### config.mk
export PLATFORM = sky130hd
export DESIGN_NAME = sample_source_tx
export DESIGN_NICKNAME = d
export VERILOG_FILES = /design/src/rtl/sample_source_tx_pkg.sv /design/src/rtl/sample_tx_fifo.sv /design/src/rtl/sample_source_tx.sv
export SDC_FILE = /design/constraint.sdc
export NUM_CORES = 1
export LEC_CHECK = 0
export CORE_UTILIZATION = 45
export CTS_CLUSTER_SIZE = 8
export DETAILED_ROUTE_END_ITERATION = 7
export MAX_ROUTING_LAYER = met4
export SETUP_SLACK_MARGIN = 0.15
export SYNTH_ARGS = -nofsm -noshare
export SYNTH_HDL_FRONTEND = slang
export SYNTH_SLANG_ARGS = --single-unit
### constraint.sdc
create_clock -name clk -period 5.4 [get_ports clk]
set_input_delay 0.81 -clock clk [delete_from_list [all_inputs] [get_ports clk]]
set_output_delay 0.81 -clock clk [all_outputs]
set_load 0.01 [all_outputs]
### src/rtl/sample_source_tx_pkg.sv
// Shared types and constants for the sample transmit path.
package sample_source_tx_pkg;

    localparam int unsigned ClkDivMin = 16;

    typedef enum logic {
        StIdle = 1'b0,
        StRun  = 1'b1
    } tx_state_e;

    function automatic int unsigned level_width(input int unsigned depth);
        return $clog2(depth) + 1;
    endfunction

endpackage

### src/rtl/sample_tx_fifo.sv
// Sample FIFO: flop storage, head read straight from the storage flops, extra level bit for full.
module sample_tx_fifo
    import sample_source_tx_pkg::*;
#(
    parameter int unsigned WIDTH = 3,
    parameter int unsigned DEPTH = 16
) (
    input  logic                          clk,
    input  logic                          reset_n,
    input  logic                          wr_req,
    input  logic [WIDTH-1:0]              wr_data,
    input  logic                          rd_req,
    output logic [WIDTH-1:0]              rd_data,
    output logic                          full,
    output logic                          empty,
    output logic [level_width(DEPTH)-1:0] level
);

    localparam int unsigned AW = $clog2(DEPTH);
    localparam int unsigned LW = level_width(DEPTH);

    logic [WIDTH-1:0] mem_q [DEPTH];
    logic [AW-1:0]    wr_ptr_q, rd_ptr_q;
    logic [LW-1:0]    level_q, level_d;
    logic             wr_en, rd_en;

    assign full    = (level_q == LW'(DEPTH));
    assign empty   = (level_q == '0);
    assign level   = level_q;
    assign rd_data = mem_q[rd_ptr_q];

    // Write acceptance uses the current occupancy only; a same-cycle pop does not free a slot.
    assign wr_en = wr_req && !full;
    assign rd_en = rd_req && !empty;

    always_comb begin
        level_d = level_q;
        unique case ({wr_en, rd_en})
            2'b10:   level_d = level_q + LW'(1);
            2'b01:   level_d = level_q - LW'(1);
            default: level_d = level_q;
        endcase
    end

    always_ff @(posedge clk or negedge reset_n) begin
        if (!reset_n) begin
            wr_ptr_q <= '0;
            rd_ptr_q <= '0;
            level_q  <= '0;
        end else begin
            if (wr_en) wr_ptr_q <= wr_ptr_q + AW'(1);
            if (rd_en) rd_ptr_q <= rd_ptr_q + AW'(1);
            level_q <= level_d;
        end
    end

    always_ff @(posedge clk) begin
        if (wr_en) mem_q[wr_ptr_q] <= wr_data;
    end

endmodule

### src/rtl/sample_source_tx.sv
// Sample clock generator and FIFO-backed sample launcher.
// Optional SAMPLE_SOURCE_TX_UNDERFLOW_CNT_EN adds a saturating underflow_count output.
module sample_source_tx
    import sample_source_tx_pkg::*;
#(
    parameter int unsigned INPUT_WIDTH = 3,
    parameter int unsigned CLK_DIV     = 16,
    parameter int unsigned FIFO_DEPTH  = 16
) (
    input  logic                               clk,
    input  logic                               reset_n,
    input  logic                               enable,
    input  logic                               wr_valid,
    input  logic [INPUT_WIDTH-1:0]             wr_data,
    output logic                               wr_ready,
    output logic [level_width(FIFO_DEPTH)-1:0] fifo_level,
    output logic                               clk_sample,
    output logic                               sample_valid,
    output logic [INPUT_WIDTH-1:0]             data,
`ifdef SAMPLE_SOURCE_TX_UNDERFLOW_CNT_EN
    output logic [15:0]                        underflow_count,
`endif
    output logic                               underflow
);

    localparam int unsigned PhW  = $clog2(CLK_DIV);
    localparam logic [PhW-1:0] Half = PhW'(CLK_DIV / 2);
    localparam logic [PhW-1:0] Last = PhW'(CLK_DIV - 1);

    tx_state_e             state_q, state_d;
    logic [PhW-1:0]        ph_q, ph_d;
    logic                  launch, pop, clk_sample_d;
    logic                  fifo_full, fifo_empty;
    logic [INPUT_WIDTH-1:0] fifo_head;

    sample_tx_fifo #(
        .WIDTH (INPUT_WIDTH),
        .DEPTH (FIFO_DEPTH)
    ) u_fifo (
        .clk     (clk),
        .reset_n (reset_n),
        .wr_req  (wr_valid),
        .wr_data (wr_data),
        .rd_req  (pop),
        .rd_data (fifo_head),
        .full    (fifo_full),
        .empty   (fifo_empty),
        .level   (fifo_level)
    );

    assign wr_ready = !fifo_full;
    assign pop      = launch && !fifo_empty;

    // Launch points are entries into ph==Half; stopping is only allowed there, so every
    // launched sample has already seen its rising edge.
    always_comb begin
        state_d = state_q;
        ph_d    = ph_q;
        launch  = 1'b0;
        unique case (state_q)
            StIdle: begin
                ph_d = '0;
                if (enable) begin
                    state_d = StRun;
                    ph_d    = Half;
                    launch  = 1'b1;
                end
            end
            StRun: begin
                if (ph_q == Half - PhW'(1)) begin
                    if (enable) begin
                        ph_d   = Half;
                        launch = 1'b1;
                    end else begin
                        state_d = StIdle;
                        ph_d    = '0;
                    end
                end else if (ph_q == Last) begin
                    ph_d = '0;
                end else begin
                    ph_d = ph_q + PhW'(1);
                end
            end
            default: begin
                state_d = StIdle;
                ph_d    = '0;
            end
        endcase
        clk_sample_d = (state_d == StRun) && (ph_d < Half);
    end

    always_ff @(posedge clk or negedge reset_n) begin
        if (!reset_n) begin
            state_q      <= StIdle;
            ph_q         <= '0;
            clk_sample   <= 1'b0;
            sample_valid <= 1'b0;
            data         <= '0;
            underflow    <= 1'b0;
        end else begin
            state_q    <= state_d;
            ph_q       <= ph_d;
            clk_sample <= clk_sample_d;
            if (launch) begin
                if (!fifo_empty) begin
                    data         <= fifo_head;
                    sample_valid <= 1'b1;
                end else begin
                    sample_valid <= 1'b0;
                    underflow    <= 1'b1;
                end
            end
        end
    end

`ifdef SAMPLE_SOURCE_TX_UNDERFLOW_CNT_EN
    always_ff @(posedge clk or negedge reset_n) begin
        if (!reset_n) begin
            underflow_count <= '0;
        end else if (launch && fifo_empty && underflow_count != 16'hFFFF) begin
            underflow_count <= underflow_count + 16'd1;
        end
    end
`endif

endmodule

==> metrics <==
Synth top area share 0.455; Die Area 7380 µm²; Overflow after GRT 0; Power Density between 500 and 600 nW/µm²; synth unique cells 39; global-route wire length before repair about 9 mm; routed vias/inst 5.32; clk sinks 72; internal cell power 1200 µW; asr flop ratio synth 0.333; Post-CTS Hold Fix Bufs 0; Tightest Hold Check Type flip-flop to flip-flop; Max Fclk 310 MHz; Die Y between 80 and 90 µm; Worst Path Required 5.62 ns; Die X 85.9 µm; TritonCTS buffer count 9; Rows 30; worst slew pin tran 1.11 ns; worst-path fanout max 9; latest clock arrival within the worst-skew pair between 0.3 and 0.4 ns; post-layout minimum cycle time between 3 and 4 ns; pre-CTS setup slack 1.85 ns; P&R area growth vs syn 13.2%; number of global-route vias before repair 1,704; drt wl/cell 17.7 µm; Leak 0.00129 µW; synthesized area 3170 µm²; num ports 19; Multi-input gate area between 1000 and 1500 µm²; register share of total power 0.481; Setup-failing EPs final 0; post-layout instance area roughly 3600 µm²; Net Sw Power 614 µW; count leader, synth edfxtp_1; DP HPWL 4.00 mm; routed wire length 5.72 mm; maximum vdd ir drop 0.188 mV; Tot GR Track Use 0.174; outcome finished clean; core area 6790 µm²; Register Area 2040 µm²; antenna cells 0; syn_nets 217; EDFF count, synth 48; Placed Area 3420 µm²; Worst setup SP type input port; port bufs 18; Setup CP Type input port to flip-flop; Initial DRC Count 87; clock slew at reported path FFs 0.07 ns; # resized after CTS 0; pin count of the biggest net entering global routing 25; Clock Skews 0.0101 ns; Gate power share 0.319; final cycle utilization of the critical path 0.598; leading area contributor after synthesis edfxtp_1; global placer's final weighted congestion 0.823; Post-synth top cells edfxtp_1 (48), dfrtp_1 (24), nor2_1 (16); number of nets in the layout about 240; RSZ-0062 raised after global routing false; Clock Power Share 0.200; Crit path largest cell delay 0.46 ns; Primary FF master, synth edfxtp_1; Final WS setup 2.17 ns; root buf cell clkbuf_8; Pins Over Slew Limit 0; top cells by area, synth edfxtp_1 (45%), dfrtp_1 (19%), mux4_1 (8.3%); CP max stage cell clkdlybuf4s50_1; Slew HR 0.259; H-tree depth 3; Vias 1,723; post-CTS setup repair buffer count 0; initial antenna violation count 0; Seq cells post-synth just over 70; Critical Path, Cell by Cell clkdlybuf4s50_1, inv_1, a31oi_2, inv_1, ha_1, xor2_1, ha_1, or3b_1, a211oi_1, o21bai_1, xnor2_1; Cells after Synth 201; Final Hold Viols 0; mean post-synth cell area 15.8 µm²; Setup Total Neg Slack 0 ns; post-synthesis sequential area ratio 0.645; critical path endpoint category flip-flop; DRC violations left 0; TritonCTS clock tree done; ratio of cells with drive above 1 in the final layout 0.105; data arrival time of the worst path 3.45 ns; initial core utilization 0.466; max-cap viol count 0; switch share 0.338; Fillers 552; Routed Antenna Nets 0; Yosys warnings 0; first-pass iteration count of the detailed router 4; Clock Tree Buf Depth 2
-- cell usage in the layout, fill, tap and decap left out, types with 3 or more instances in the layout --
cell type and count:
clkdlybuf4s50_1 18, clkbuf_8 10, mux2_2 4, nand2b_1 4
edfxtp_1 48, mux4_1 10, nor2_1 16, a21oi_1 6
inv_1 7, ha_1 9, xor2_1 4, clkbuf_1 3
nand2_1 12, nor3_1 4, mux2i_1 3, dfrtp_1 24
xnor2_1 10, o22ai_1 3
-- power groups by stage --
stage,combinational (µW),clock [µW],sequential [µW]
final,580,364,874
after global routing,636,400,893
after CTS,585,373,874
after detailed placement,582,0,886
after global placement,557,0,873
after floorplan,449,0,816
-- critical path, delay by kind of cell --
family | cells | cell delay [ns]
adders and majority gates | 2 | 0.55
AOI/OAI and AO/OA | 3 | 0.75
xor gates and xnor gates | 2 | 0.32
buffers and inverters | 3 | 0.63
and+or+nand+nor | 1 | 0.37
-- path summary, 6_finish.rpt --
kind | slack (ns) | start | cells after the start | end
min in group asynchronous | 1.07 | reset_n | 1 | ph_q[1]$_DFF_PN0_
hold reg to reg | 0.48 | ph_q[0]$_DFF_PN0_ | 1 | ph_q[0]$_DFF_PN0_
max in group asynchronous | 3.66 | reset_n | 1 | data[1]$_DFFE_PN0P_
setup reg to reg | 2.27 | ph_q[0]$_DFF_PN0_ | 10 | u_fifo.level[4]$_DFFE_PN0P_
hold / removal | 0.48 | ph_q[0]$_DFF_PN0_ | 1 | ph_q[0]$_DFF_PN0_
setup / recovery | 2.17 | wr_valid | 11 | u_fifo.level[4]$_DFFE_PN0P_
-- routing by layer --
layer	GRT usage	wire length, µm	vias to the layer above
met5	-	0	-
met4	0.0727	43	0
met3	0.0375	158	4
met2	0.249	2680	33
met1	0.241	2840	885
li1	-	-	801
-- final cells by class --
| type | instances | area share |
|---|---|---|
| inverters | 7 | 0.00733 |
| flip-flops and latches | 72 | 0.570 |
| clock buffers | 13 | 0.0415 |
| multi-input cells | 115 | 0.293 |
| clock inverters | 3 | 0.00489 |
| repair buffers | 18 | 0.0503 |
| well taps | 96 | 0.0335 |
-- flip-flops by register name, indices dropped and copies added, names as in the netlist --
name / count
data: 3
u_fifo.rd_ptr_q: 4
underflow: 1
ph_q: 4
state_q: 1
sample_valid: 1
u_fifo.level: 5
u_fifo.mem_q: 48
u_fifo.wr_ptr_q: 4
clk_sample: 1
-- per-stage QoR --
step	hold slack [ns]	cells	utilization	power (µW)
finish	0.483	324	0.528	1820
global route	0.518	324	0.528	1930
CTS	0.485	324	0.528	1830
detailed placement	0.481	308	0.503	1470
global placement	0.439	308	0.503	1430
floorplan	0.425	201	-	1270
-- logic make-up after synthesis --
| kind of cell | share of synthesized area |
|---|---|
| XOR/XNOR | 0.0387 |
| AO/OA/AOI/OAI | 0.0486 |
| flip-flops | 0.645 |
| AND/OR/NAND/NOR | 0.0782 |
| buffers and inverters | 0.0241 |
| adder cells (fa/ha/maj) | 0.0355 |
| multiplexers | 0.130 |
Note: power is estimated with default switching activity, not from simulation.
